`config.mk`:
```
export PLATFORM = sky130hd
export DESIGN_NAME = csa_tree_pipe
export DESIGN_NICKNAME = d
export VERILOG_FILES = /design/src/rtl/mult_pkg.sv /design/src/rtl/csa_tree_pipe_layer.sv /design/src/rtl/csa_tree_pipe.sv
export SDC_FILE = /design/constraint.sdc
export NUM_CORES = 1
export LEC_CHECK = 0
export ABC_AREA = 0
export ABC_CLOCK_PERIOD_IN_PS = 5400
export BUFFER_PORTS_ARGS = -buffer_cell sky130_fd_sc_hd__buf_2
export CAP_MARGIN = 0
export CORE_ASPECT_RATIO = 0.6
export CORE_MARGIN = 2
export CORE_UTILIZATION = 50
export DETAILED_ROUTE_END_ITERATION = 16
export GPL_TIMING_DRIVEN = 1
export PLACE_DENSITY = 0.72
export SLEW_MARGIN = 40
export SYNTH_ARGS = -nofsm -noshare
export SYNTH_HDL_FRONTEND = slang
export SYNTH_SLANG_ARGS = --single-unit
```
`constraint.sdc`:
```
create_clock -name clk -period 5.4 [get_ports clk]
set_clock_uncertainty 0.15 [all_clocks]
set_input_delay 0.27 -clock clk [delete_from_list [all_inputs] [get_ports clk]]
set_output_delay 0.27 -clock clk [all_outputs]
set_load 0.02 [all_outputs]
```
`src/rtl/mult_pkg.sv`:
```
// Sizing helpers shared by the multiplier datapath: CSA tree depth, per-layer
// row counts and the width that holds the full sum of all operands.
package mult_pkg;

    // Rows remaining after one layer of 3:2 compression (leftovers pass through).
    function automatic int csa_next(input int n);
        return 2 * (n / 3) + (n % 3);
    endfunction

    function automatic int csa_layers(input int n);
        int r;
        int l;
        r = n;
        l = 0;
        for (int k = 0; k < 64; k++) begin
            if (r > 2) begin
                r = csa_next(r);
                l++;
            end
        end
        return l;
    endfunction

    function automatic int csa_rows(input int n, input int i);
        int r;
        r = n;
        for (int k = 0; k < i; k++) begin
            r = csa_next(r);
        end
        return r;
    endfunction

    function automatic int csa_out_w(input int width, input int n_ops);
        return width + $clog2(n_ops);
    endfunction

endpackage

```
`src/rtl/csa_tree_pipe_layer.sv`:
```
// One registered layer of the carry-save tree: rows are taken in index-order
// triples through vector 3:2 compressors; 1 or 2 leftover rows pass through.
module csa_layer
    import mult_pkg::*;
#(
    parameter int ROWS_IN = 3,
    parameter int W       = 8,
    localparam int ROWS_OUT = csa_next(ROWS_IN)
) (
    input  logic                  clk,
    input  logic                  rst,
    input  logic                  en,
    input  logic                  valid_i,
    input  logic [ROWS_IN*W-1:0]  rows_i,
    output logic                  valid_o,
    output logic [ROWS_OUT*W-1:0] rows_o
);

    localparam int NT = ROWS_IN / 3;
    localparam int NL = ROWS_IN % 3;

    logic [ROWS_OUT*W-1:0] rows_nxt;
    logic [ROWS_OUT*W-1:0] rows_q;
    logic                  valid_q;

    // Triple t produces sum at row 2t and shifted carry at row 2t+1;
    // the carry out of the top bit is dropped since the total never exceeds W bits.
    for (genvar t = 0; t < NT; t++) begin : g_tri
        logic [W-1:0] a;
        logic [W-1:0] b;
        logic [W-1:0] c;
        assign a = rows_i[(3*t)*W +: W];
        assign b = rows_i[(3*t+1)*W +: W];
        assign c = rows_i[(3*t+2)*W +: W];
        assign rows_nxt[(2*t)*W +: W]   = a ^ b ^ c;
        assign rows_nxt[(2*t+1)*W +: W] = ((a & b) | (a & c) | (b & c)) << 1;
    end

    for (genvar j = 0; j < NL; j++) begin : g_pass
        assign rows_nxt[(2*NT+j)*W +: W] = rows_i[(3*NT+j)*W +: W];
    end

    always_ff @(posedge clk) begin
        if (rst) begin
            valid_q <= 1'b0;
            rows_q  <= '0;
        end else if (en) begin
            valid_q <= valid_i;
            rows_q  <= rows_nxt;
        end
    end

    assign valid_o = valid_q;
    assign rows_o  = rows_q;

endmodule

```
`src/rtl/csa_tree_pipe.sv`:
```
// Pipelined carry-save reduction of N_OPS aligned partial products into a
// redundant sum/carry pair, with an optional registered carry-propagate add.
module csa_tree_pipe
    import mult_pkg::*;
#(
    parameter int WIDTH     = 16,
    parameter int N_OPS     = 9,
    parameter int FINAL_ADD = 1,
    localparam int OUT_W    = csa_out_w(WIDTH, N_OPS)
) (
    input  logic                   clk,
    input  logic                   rst,
    input  logic                   in_valid,
    output logic                   in_ready,
    input  logic [N_OPS*WIDTH-1:0] ops_i,
    output logic                   out_valid,
    input  logic                   out_ready,
    output logic [OUT_W-1:0]       sum_o,
    output logic [OUT_W-1:0]       carry_o,
    output logic [OUT_W-1:0]       result_o
);

    localparam int L = csa_layers(N_OPS);

    if (N_OPS < 3 || N_OPS > 32) begin : g_bad_n_ops
        $error("csa_tree_pipe: N_OPS must be in 3..32");
    end

    // Handshake: a set is taken on a rising edge where in_valid && in_ready;
    // an output is consumed on an edge where out_valid && out_ready. One global
    // enable moves every stage together, so a stalled output freezes the whole
    // pipe (bubbles included) and out_valid/data hold until out_ready is seen.
    logic en;
    assign en       = !out_valid || out_ready;
    assign in_ready = en;

    logic [N_OPS*OUT_W-1:0] ops_ext;
    for (genvar k = 0; k < N_OPS; k++) begin : g_ext
        assign ops_ext[k*OUT_W +: OUT_W] = {{(OUT_W-WIDTH){1'b0}}, ops_i[k*WIDTH +: WIDTH]};
    end

    for (genvar i = 0; i < L; i++) begin : g_layer
        localparam int RIN  = csa_rows(N_OPS, i);
        localparam int ROUT = csa_rows(N_OPS, i + 1);

        logic [RIN*OUT_W-1:0]  rows_in;
        logic                  vin;
        logic [ROUT*OUT_W-1:0] rows_out;
        logic                  vout;

        if (i == 0) begin : g_first
            assign rows_in = ops_ext;
            assign vin     = in_valid;
        end else begin : g_next
            assign rows_in = g_layer[i-1].rows_out;
            assign vin     = g_layer[i-1].vout;
        end

        csa_layer #(
            .ROWS_IN (RIN),
            .W       (OUT_W)
        ) u_layer (
            .clk     (clk),
            .rst     (rst),
            .en      (en),
            .valid_i (vin),
            .rows_i  (rows_in),
            .valid_o (vout),
            .rows_o  (rows_out)
        );
    end

    // The last layer always compresses exactly three rows: row 0 is sum, row 1 carry.
    logic [2*OUT_W-1:0] last_rows;
    logic               last_valid;
    assign last_rows  = g_layer[L-1].rows_out;
    assign last_valid = g_layer[L-1].vout;

    if (FINAL_ADD != 0) begin : g_fadd
        logic             v_q;
        logic [OUT_W-1:0] s_q;
        logic [OUT_W-1:0] c_q;
        logic [OUT_W-1:0] r_q;

        always_ff @(posedge clk) begin
            if (rst) begin
                v_q <= 1'b0;
                s_q <= '0;
                c_q <= '0;
                r_q <= '0;
            end else if (en) begin
                v_q <= last_valid;
                s_q <= last_rows[OUT_W-1:0];
                c_q <= last_rows[2*OUT_W-1:OUT_W];
                r_q <= last_rows[OUT_W-1:0] + last_rows[2*OUT_W-1:OUT_W];
            end
        end

        assign out_valid = v_q;
        assign sum_o     = s_q;
        assign carry_o   = c_q;
        assign result_o  = r_q;
    end else begin : g_no_fadd
        assign out_valid = last_valid;
        assign sum_o     = last_rows[OUT_W-1:0];
        assign carry_o   = last_rows[2*OUT_W-1:OUT_W];
        assign result_o  = '0;
    end

endmodule

```
=== Yosys cells after proc, flatten, opt, wreduce, memory -nomap -nowiden ===
Cells that the tools add are included.

* Reductions and logical operators: 2
* Bitwise gates (word level): 49
* $add $sub $neg: 1

{| class="wikitable"
|+ Operators by type and width
! cell !! number
|-
| 19-bit OR || 14
|-
| 19-bit bitwise AND || 12
|-
| 20-bit XOR || 8
|-
| 16-bit bitwise AND || 9
|-
| 20-bit by 16-bit XOR with 20-bit output || 3
|-
| 16-bit XOR || 3
|-
| 20-bit adder || 1
|-
| 1-bit logical NOT || 1
|-
| 1-bit logical OR || 1
|}

* Bits of input ports: 148
* Flip-flop bits (word level): 356
* Logic and storage cells: 64
* Output and inout bits: 62

=== Depth between registers and ports, before layout ===
Gate-level depths: netlist (run 1).

* Depth after elaboration: 3
* Depth in mapped cells: 9
* Gate-level depth less buffers: 9

=== Modules after synthesis ===
Synthesis (run 1) repeated with hierarchy kept, for this count alone.

* Cell total of the unflattened synthesis: 1499
* Area total of the unflattened synthesis: 16513.3 um^2

{| class="wikitable"
|+ By module, submodules not included
! module !! instances !! cells an instance !! area each (um^2)
|-
| csa_layer (g_layer[0].u_layer) || 1 || 444 || 5395.2
|-
| csa_layer (g_layer[1].u_layer) || 1 || 298 || 3616.0
|-
| csa_tree_pipe || 1 || 390 || 3090.5
|-
| csa_layer (g_layer[2].u_layer) || 1 || 216 || 2577.5
|-
| csa_layer (g_layer[3].u_layer) || 1 || 151 || 1834.3
|}

=== Worst setup path before layout (run 1) ===
OpenSTA, ideal clock, no wires.

* Path kind: register to register
* From: reg g_layer[3].u_layer.rows_q[2]
* To: reg g_fadd.r_q[18], in the netlist result_o[18]
* Clock period less this slack: 2.080 ns
* Path buffers: 0
* Setup time: 0.117 ns
* Cell stages (with the launch flop): 10
* Data arrival time: 1.813 ns
* Path slack: 3.320 ns
* Required time: 5.133 ns
* Cells stage by stage: dfxtp_1 ha_1 inv_1 fa_1 nand2b_1 a21oi_1 o21ai_1 o21ai_1 xor2_1 a22o_1

* Longest elaborated chain between the ends: 1

{| class="wikitable"
|+ Ends and longest elaborated chain
! item !! RTL line !! text
|-
| start: declaration || csa_tree_pipe_layer.sv:23 || <nowiki>logic [ROWS_OUT*W-1:0] rows_q;</nowiki>
|-
| start signal: assignment || csa_tree_pipe_layer.sv:49 || <nowiki>rows_q <= rows_nxt;</nowiki>
|-
| 20-bit adder || csa_tree_pipe.sv:95 || <nowiki>r_q <= last_rows[OUT_W-1:0] + last_rows[2*OUT_W-1:OUT_W];</nowiki>
|-
| end signal: assignment || csa_tree_pipe.sv:95 ||
|-
| end: declaration || csa_tree_pipe.sv:83 || <nowiki>logic [OUT_W-1:0] r_q;</nowiki>
|}

Every way passes these cells.
A chain may end at the register's enable or synchronous reset.

=== Final worst setup path (run 1) ===
* From: reg g_fadd.v_q, in the netlist out_valid
* To: reg g_layer[2].u_layer.rows_q[30]

* Longest elaborated chain between the ends: 2

{| class="wikitable"
|+ Ends and longest elaborated chain
! item !! RTL line !! text
|-
| start: declaration || csa_tree_pipe.sv:80 || <nowiki>logic v_q;</nowiki>
|-
| start signal: assignment || csa_tree_pipe.sv:92 || <nowiki>v_q <= last_valid;</nowiki>
|-
| 1-bit logical NOT || csa_tree_pipe.sv:34 || <nowiki>assign en = !out_valid || out_ready;</nowiki>
|-
| 1-bit logical OR || csa_tree_pipe.sv:34 ||
|-
| end signal: assignment || csa_tree_pipe_layer.sv:49 ||
|-
| end: declaration || csa_tree_pipe_layer.sv:23 ||
|}

Every way passes these cells.

==> reports/results.ini, run 1 <==
[synth]
ys_seq_area_share_pct=45.4
async_reset_ff_share_pct=0
ys_warn_count=0
ys_ff_latch=305
syn_inst=1539
synthMostInstantiatedCell=nand2_1
synth_ff_type=dfxtp_1
synth.area.top_cells=dfxtp_1, nand2_1, fa_1, a21oi_1, ha_1
synth_top_area_share_pct=45.4
synth_commonest_cells=nand2_1, a21oi_1, dfxtp_1
synth_top_cell_by_area=dfxtp_1
synth_area_per_cell_sq_um=8.73
synth-edff-count=0
syn_area_sq_um=13400
synth_cell_type_count=48

[drt]
ant_nets=0
drt_first_pass_iters=6
drt_wl_total_mm=33.6
drc=0
route.vias.total=10800
drt_iter0_drc=925
viasPerCell=5.17
wire_per_inst_um=16.2

[floorplan]
fp.dieH_um=131
num_rows=46
start_util_pct=50.9
dieArea_sq_um=28300
core_region_area_sq_um=26400
io_pins=210
die_w_um=216

[grt]
antenna_found_initial=0
grt_max_degree=195
overflow=0
grt_use_total_pct=23.7
grt_pass1_vias=10100
grt_pass1_wl_mm=52.9

[clocking]
cts_resized=0
clock_path_buffers=3
cts_tree=built
cts.sinks=305
clk_latency_ns=0.55
cts_setup_buffers=0
ctsHoldBuffers=21
cts_buffers=29
root_buffer=clkbuf_16
htreeDepth=1
path_clk_slew_ns=0.07

[min_path]
hp-class=in2reg
min_delay_path_depth=4
hold_end=g_layer[0].u_layer.rows_o[4]$_SDFFE_PP0P_
min_from=ops_i[36]

[sta]
hold_violations=0
fmax_ghz=0.387
rsz0062_at_grt=no
period_share_pct=47.8
maxSlewHeadroom_pct=41.4
fin_tns_setup_ns=0
worst_pin_slew_ns=0.879
fin_crit_ns=2.58
setup_viol=0
report.final.slew_viol_count=0

[pwr]
power.density_nw_per_um2=350
p_leak_nw=6.70
irDropWorstVdd_v=0.000201

[setup_path]
cp.arrival_ns=2.90
cp-start-kind=flop
r2r_slack_ns=2.82
cp_slowest_stage_delay_ns=0.67
cp_max_fo=194
endpoint_kind=flop
path_cells=nor2b_4 -> buf_12 -> buf_6 -> nand2_1 -> a21oi_1
cp_slowest_cell=buf_6
r2r_end=g_layer[2].u_layer.rows_o[30]$_SDFFE_PP0P_
cp.required_ns=5.72
reg2reg_depth=5
cp_num_buf_inv=2
timing.rr.start=out_valid$_SDFFE_PP0P_
cp_top_family=buffers and inverters
critical_path_class=reg2reg

[job]
drv_cap=0

[placement]
portBuffers=204
place.gp.congestion=0.833
dp_hpwl_mm=23.4

[cells_and_area]
drive_gt1_share_pct=15.6
nets=1976
syn_to_final_growth_pct=17.5
final_util_pct=59.8
antenna_cells=0

[status]
status=complete, no violations

## final cells by class
| cell class | count | area [sq um] |
|---|---|---|
| repair buffers | 231 | 1340 |
| clock buffers | 37 | 806 |
| fillers | 2328 | 10600 |
| well taps | 360 | 450 |
| multi-input cells | 1123 | 6830 |
| inverters | 7 | 33.8 |
| clock inverters | 17 | 233 |
| flip-flops and latches | 305 | 6110 |
## state kept, by name, summed over array words and instances, names as in the netlist
| signal | count |
|---|---|
| g_layer.u_layer.rows_o | 247 |
| result_o | 20 |
| carry_o | 17 |
| sum_o | 16 |
| g_layer.u_layer.valid_o | 4 |
| out_valid | 1 |
## power by group
group / switching (mW) / internal [mW] / leakage, nW / total [mW]
Sequential: 0.176 / 2.45 / 2.51 / 2.62
Clock: 0.893 / 1.30 / 0.505 / 2.19
Combinational: 0.395 / 0.309 / 3.69 / 0.704
## worst register-to-register path, stage by stage, from the launching register on
cell     delay, ns
dfxtp_1       0.33
nor2b_4       0.24
buf_12        0.57
buf_6         0.84
nand2_1       0.21
a21oi_1       0.16
## placed cells by master, fill, tap and decap left out, types with 6 or more instances in the layout
cell type and count:
ha_1 21, a21oi_1 310, xor2_1 7, dlygate4sd3_1 21
dfxtp_1 305, nor2_1 14, buf_2 203, fa_1 110
clkbuf_16 29, inv_1 6, nand2_1 594
## how the worst max path moves through the flow
stage	startpoint	endpoint	slack [ns]	depth (start not counted)
after floorplan	g_layer[3].u_layer.rows_o[2]$_SDFFE_PP0P_	result_o[18]$_SDFFE_PP0P_	3.32	9
after global placement	out_ready	g_layer[0].u_layer.rows_o[0]$_SDFFE_PP0P_	2.63	6
after CTS	out_valid$_SDFFE_PP0P_	g_layer[2].u_layer.rows_o[27]$_SDFFE_PP0P_	2.87	5
final	out_valid$_SDFFE_PP0P_	g_layer[2].u_layer.rows_o[30]$_SDFFE_PP0P_	2.82	5
after detailed placement	out_ready	g_layer[2].u_layer.rows_o[27]$_SDFFE_PP0P_	2.86	6
after global routing	out_valid$_SDFFE_PP0P_	g_layer[2].u_layer.rows_o[30]$_SDFFE_PP0P_	2.65	5
## metal layers
metal  vias to the layer above  wire, um  global-route usage, %
met4                         0       408                   3.45
met1                      5147     16600                   36.3
li1                       5295         -                      -
met5                         -         0                      0
met2                       277     14400                   35.0
met3                        39      2220                   4.98
## metrics by stage
stage / hold slack (ns) / worst slack (ns) / cells / cell area [sq um] / power (mW)
4_1_cts: 0.000798 / 2.87 / 2080 / 15800 / 5.56
3_5_place_dp: 0.291 / 2.86 / 2005 / 14500 / 3.35
2_1_floorplan: 0.260 / 3.32 / 1543 / 13500 / 3.04
6_report: 0.0176 / 2.82 / 2080 / 15800 / 5.52
3_3_place_gp: 0.288 / 2.63 / 2004 / 14500 / 3.33
5_1_grt: 0.0179 / 2.65 / 2080 / 15800 / 5.78
## cells by family after synthesis
family          share of synthesized area, %
simple gates                            18.3
compound gates                          13.4
flops                                   45.4
fa+ha+maj                               18.3
buf+inv                                 3.93
xor+xnor                               0.587
other cells                           0.0279
(Power assumes the default switching activity.)
==> run 2: changes to the inputs <==
Settings changed: ABC_AREA 0 to 1, ABC_CLOCK_PERIOD_IN_PS 5400 to 2400, PLACE_DENSITY 0.72 to 0.71.
Clock period 5.4 ns to 2.4 ns, I/O delays scaled along.
==> run 2 against run 1 <==
  * Cell count grew 15%
  * Hold slack worse by 0.013 ns
  * Largest cell class unchanged
  * Total power rose by 140%
  * Critical endpoint is now result_o[14]$_SDFFE_PP0P_
==> reports/results.ini, run 2 <==
[status]
status=complete, no violations

[min_path]
hp-class=in2reg
min_from=ops_i[63]

[synth]
synth-edff-count=0
async_reset_ff_share_pct=0
synth.area.top_cells=dfxtp_1, fa_1, nor2_1, o21ai_0, nand2_1
synth_ff_type=dfxtp_1
synthMostInstantiatedCell=nor2_1
syn_area_sq_um=13900
synth_area_per_cell_sq_um=8.35
synth_top_cell_by_area=dfxtp_1
ys_warn_count=0
ys_seq_area_share_pct=43.9
synth_cell_type_count=27
synth_top_area_share_pct=43.9
ys_ff_latch=305
syn_inst=1665
synth_commonest_cells=nor2_1, dfxtp_1, o21ai_0

[sta]
fin_tns_setup_ns=0
setup_viol=0
fmax_ghz=0.462
maxSlewHeadroom_pct=60.3
worst_pin_slew_ns=0.589
period_share_pct=90.1
setup_slack_ns=0.236
fin_crit_ns=2.16
report.final.slew_viol_count=0
rsz0062_at_grt=no
hold_violations=0

[clocking]
cts_tree=built
cts.sinks=305
root_buffer=clkbuf_16
cts_resized=0
htreeDepth=1
path_clk_slew_ns=0.07
clk_latency_ns=0.56
clock_path_buffers=3
cts_buffers=29

[cells_and_area]
stdcell_area_sq_um=17900
final_common_cell=nor2_1
final_util_pct=65.3
nets=2281
drive_gt1_share_pct=13.4
final_cell_mix=nor2_1, dfxtp_1, o21ai_0
syn_to_final_growth_pct=29.0
largest_reg_flops=247

[setup_path]
critical_path_class=reg2reg
critPathLaunch=g_layer[3].u_layer.rows_o[2]$_SDFFE_PP0P_
endpoint_kind=flop
cp_num_buf_inv=3
cp.required_ns=2.71
cp.arrival_ns=2.47
cp_slowest_stage_delay_ns=0.41
path_cells=ha_1 -> inv_1 -> fa_1 -> inv_1 -> nand2_1 -> nand2_1 -> nand3_1 -> nand2_1 -> nand2_1 -> nand3_1 -> nand3_1 -> nand2_1 -> inv_1
cp-start-kind=flop
timing.rr.start=g_layer[3].u_layer.rows_o[2]$_SDFFE_PP0P_
cp_slowest_cell=fa_1
cp_top_family=simple AND/OR/NAND/NOR gates
cp_max_fo=3
cpMostUsedCell=nand2_1

[floorplan]
die_w_um=219
start_util_pct=50.6
io_pins=210
num_rows=47
core_region_area_sq_um=27500
dieArea_sq_um=29200
fp.dieH_um=133

[grt]
overflow=0
grt_pass1_wl_mm=66.1
grt_max_degree=133
antenna_found_initial=4
grt_pass1_vias=12200
grt_use_total_pct=29.3

[drt]
ant_nets=0
drt_first_pass_iters=6
wire_per_inst_um=17.6
viasPerCell=5.18
drt_wl_total_mm=42.2
drt_iter0_drc=1177
drc=0
route.vias.total=12400

[job]
drv_cap=0

[pwr]
power.density_nw_per_um2=726
irDropWorstVdd_v=0.000528
p_leak_nw=9.09

[placement]
portBuffers=204
dp_hpwl_mm=27.2
place.gp.congestion=0.905
place_worst_setup_slack_ns=0.301
dpl-instance-area_sq_um=15000

[run 2: per-stage QoR]
| stage | power, mW | cells | hold WS (ns) |
|---|---|---|---|
| floorplan | 6.98 | 1669 | 0.0424 |
| global placement | 7.78 | 2148 | 0.201 |
| detailed placement | 7.83 | 2148 | 0.205 |
| CTS | 13.0 | 2389 | 0.00122 |
| global route | 13.6 | 2391 | 0.0160 |
| finish | 13.0 | 2391 | 0.00427 |
[run 2: kinds of logic (layout without fill, tap and decap cells)]
family	count (synthesis)	in the layout	synth area share, %
AND/OR/NAND/NOR	714	714	19.8
AO/OA/AOI/OAI	325	325	11.8
flip-flops	305	305	43.9
buffers and inverters	184	537	6.46
adder cells (fa/ha/maj)	131	131	17.7
XOR/XNOR	5	5	0.315
other	1	7	0.0270
[run 2: area by class of cell]
cell class | count | area [sq um]
Sequential cell | 305 | 6110
Timing Repair Buffer | 408 | 3150
Multi-Input combinational cell | 1180 | 6920
Antenna cell | 2 | 5.00
Inverter | 78 | 305
Clock buffer | 39 | 813
Clock inverter | 12 | 180
Fill cell | 2192 | 9520
Tap cell | 367 | 459
[run 2: layer usage]
layer	track usage, %	share of wire, %	wire length [um]
met1	42.8	46	19400
met2	43.8	43	18200
met3	6.10	7.5	3150
met4	9.16	3.2	1340
met5	0	0.033	14
[run 2: where the power goes]
group / internal [mW] / switching, mW / total [mW]
clock: 2.81 / 2.02 / 4.83
sequential: 5.58 / 0.453 / 6.04
combinational: 1.01 / 1.14 / 2.16
total: 9.41 / 3.62 / 13.0
[run 2: path summary, 6_finish.rpt]
path	endpoint	slack (ns)	cells after the start
max	result_o[14]$_SDFFE_PP0P_	0.24	13
min	g_layer[0].u_layer.rows_o[76]$_SDFFE_PP0P_	0.004	4
max reg2reg	result_o[14]$_SDFFE_PP0P_	0.24	13
min reg2reg	out_valid$_SDFFE_PP0P_	0.32	2
[run 2: worst min-delay path, stage by stage]
cell     delay [ns]
buf_2          0.10
fa_1           0.16
o21ai_0        0.16
nor2_1         0.13
[run 2: timing repair]
action	CTS	global route
endpoints found under the hold margin	141	0
hold buffers	190	0
buffers inserted	0	0
==> run 3: changes to the inputs <==
Settings changed: PLACE_DENSITY 0.71 to not set, PLACE_DENSITY_LB_ADDON set to 0.1.
==> run 3 against run 2 <==
  * Non-clock buffer count unchanged
  * Clock power up 3%
  * Core utilization increased by 0.16 points
  * Sequential power decreased by 0.7%
  * Cell count is the same
  * Setup slack better by 0.063 ns
  * Highest routed layer is now met4
  * First-iteration DRC count down 27%
  * Sequential share of layout area shrank 0.083 points
==> reports/results.ini, run 3 (synthesized netlist as in run 2, its figures left out) <==
[status]
status=complete, no violations

[setup_path]
r2r_end=result_o[14]$_SDFFE_PP0P_
cpMostUsedCell=nand2_1
cp_slowest_stage_delay_ns=0.41
cp_slowest_cell=fa_1
cp_max_fo=3
reg2reg_depth=13
critical_path_class=reg2reg
cp_top_family=simple AND/OR/NAND/NOR gates
timing.rr.start=g_layer[3].u_layer.rows_o[2]$_SDFFE_PP0P_
cp.required_ns=2.70
cp.arrival_ns=2.40
cp-start-kind=flop
r2r_slack_ns=0.30
endpoint_kind=flop
cp_num_buf_inv=3
path_cells=ha_1 -> inv_1 -> fa_1 -> inv_1 -> nand2_1 -> nand2_1 -> nand3_1 -> nand2_1 -> nand2_1 -> nand3_1 -> nand3_1 -> nand2_1 -> inv_1

[grt]
grt_pass1_wl_mm=63.5
grt_use_total_pct=28.1
antenna_found_initial=1
grt_pass1_vias=11700
overflow=0
grt_max_degree=119

[cells_and_area]
largest_reg_flops=247
stdcell_area_sq_um=18000
final_common_cell=nor2_1
drive_gt1_share_pct=13.5
final_util_pct=65.5
nets=2281
final_cell_mix=nor2_1, dfxtp_1, o21ai_0
syn_to_final_growth_pct=29.3

[sta]
hold_violations=0
timing.hold.ws_ns=0.0735
fmax_ghz=0.476
report.final.slew_viol_count=0
setup_viol=0
fin_tns_setup_ns=0
fin_crit_ns=2.10
maxSlewHeadroom_pct=45.7
rsz0062_at_grt=no
worst_pin_slew_ns=0.805
period_share_pct=87.5

[floorplan]
fp.dieH_um=133
start_util_pct=50.6
io_pins=210
core_region_area_sq_um=27500
die_w_um=219
dieArea_sq_um=29200
num_rows=47

[drt]
drc=0
ant_nets=0
drt_iter0_drc=861
drt_first_pass_iters=5
wire_per_inst_um=16.9
viasPerCell=5.04
drt_wl_total_mm=40.4
route.vias.total=12100

[pwr]
totalPowerFinal_mw=13.1
irDropWorstVdd_v=0.000584
p_leak_nw=9.13
power.density_nw_per_um2=730

[clocking]
cts.sinks=305
root_buffer=clkbuf_16
htreeDepth=1
cts_setup_buffers=0
cts_tree=built
cts_resized=0
path_clk_slew_ns=0.07
cts_buffers=29
clock_path_buffers=3
clk_latency_ns=0.55

[job]
drv_cap=0

[placement]
place.gp.congestion=0.881
dpl-instance-area_sq_um=15100
portBuffers=204
dp_hpwl_mm=27.1

[min_path]
min_delay_path_depth=4
hp-class=in2reg
hold_end=g_layer[0].u_layer.rows_o[47]$_SDFFE_PP0P_
min_from=ops_i[71]

run 3: tightest hold or removal path: stages:
cell,delay (ns)
buf_2,0.09
fa_1,0.16
o21ai_1,0.23
nor2_1,0.14
run 3: report_power, final:
part	total, mW	internal, mW	switching [mW]	leakage (nW)
logic	2.17	1.02	1.15	6.11
registers	6.00	5.58	0.417	2.51
clock network	4.96	2.99	1.97	0.510
run 3: area by class of cell:
cell class | count | area, sq um
multi-input cells | 1180 | 6920
well taps | 367 | 459
fillers | 2266 | 9480
clock buffers | 41 | 851
diodes | 2 | 5.00
inverters | 78 | 305
flip-flops and latches | 305 | 6110
repair buffers | 408 | 3160
clock inverters | 10 | 179
run 3: metrics by stage:
| stage | cells | setup WS, ns |
|---|---|---|
| 3_5_place_dp | 2150 | 0.338 |
| 3_3_place_gp | 2150 | 0.388 |
| 5_1_grt | 2390 | 0.149 |
| 4_1_cts | 2389 | 0.266 |
| 6_report | 2391 | 0.300 |
| 2_1_floorplan | 1669 | 0.567 |
run 3: how the worst max path moves through the flow:
stage	startpoint	to	slack [ns]	cells after the start
5_1_grt	g_layer[3].u_layer.rows_o[2]$_SDFFE_PP0P_	result_o[14]$_SDFFE_PP0P_	0.15	13
4_1_cts	out_valid$_SDFFE_PP0P_	in_ready	0.27	4
6_report	g_layer[3].u_layer.rows_o[2]$_SDFFE_PP0P_	result_o[14]$_SDFFE_PP0P_	0.30	13
3_5_place_dp	g_layer[3].u_layer.rows_o[2]$_SDFFE_PP0P_	result_o[14]$_SDFFE_PP0P_	0.34	13
2_1_floorplan	g_layer[3].u_layer.rows_o[2]$_SDFFE_PP0P_	result_o[14]$_SDFFE_PP0P_	0.57	13
3_3_place_gp	g_layer[3].u_layer.rows_o[2]$_SDFFE_PP0P_	result_o[14]$_SDFFE_PP0P_	0.39	13
run 3: per-layer routing:
metal | share of wire (%) | up-vias | global-route usage (%)
met3 | 7.3 | 58 | 6.48
li1 | - | 5930 | -
met2 | 42 | 343 | 40.7
met1 | 49 | 5719 | 42.6
met5 | 0 | - | 0
met4 | 2.1 | 0 | 6.04
run 3: repair_timing:
item	CTS	global route
hold buffers	188	0
endpoints found under the setup margin	0	0
hold endpoints to repair	130	0
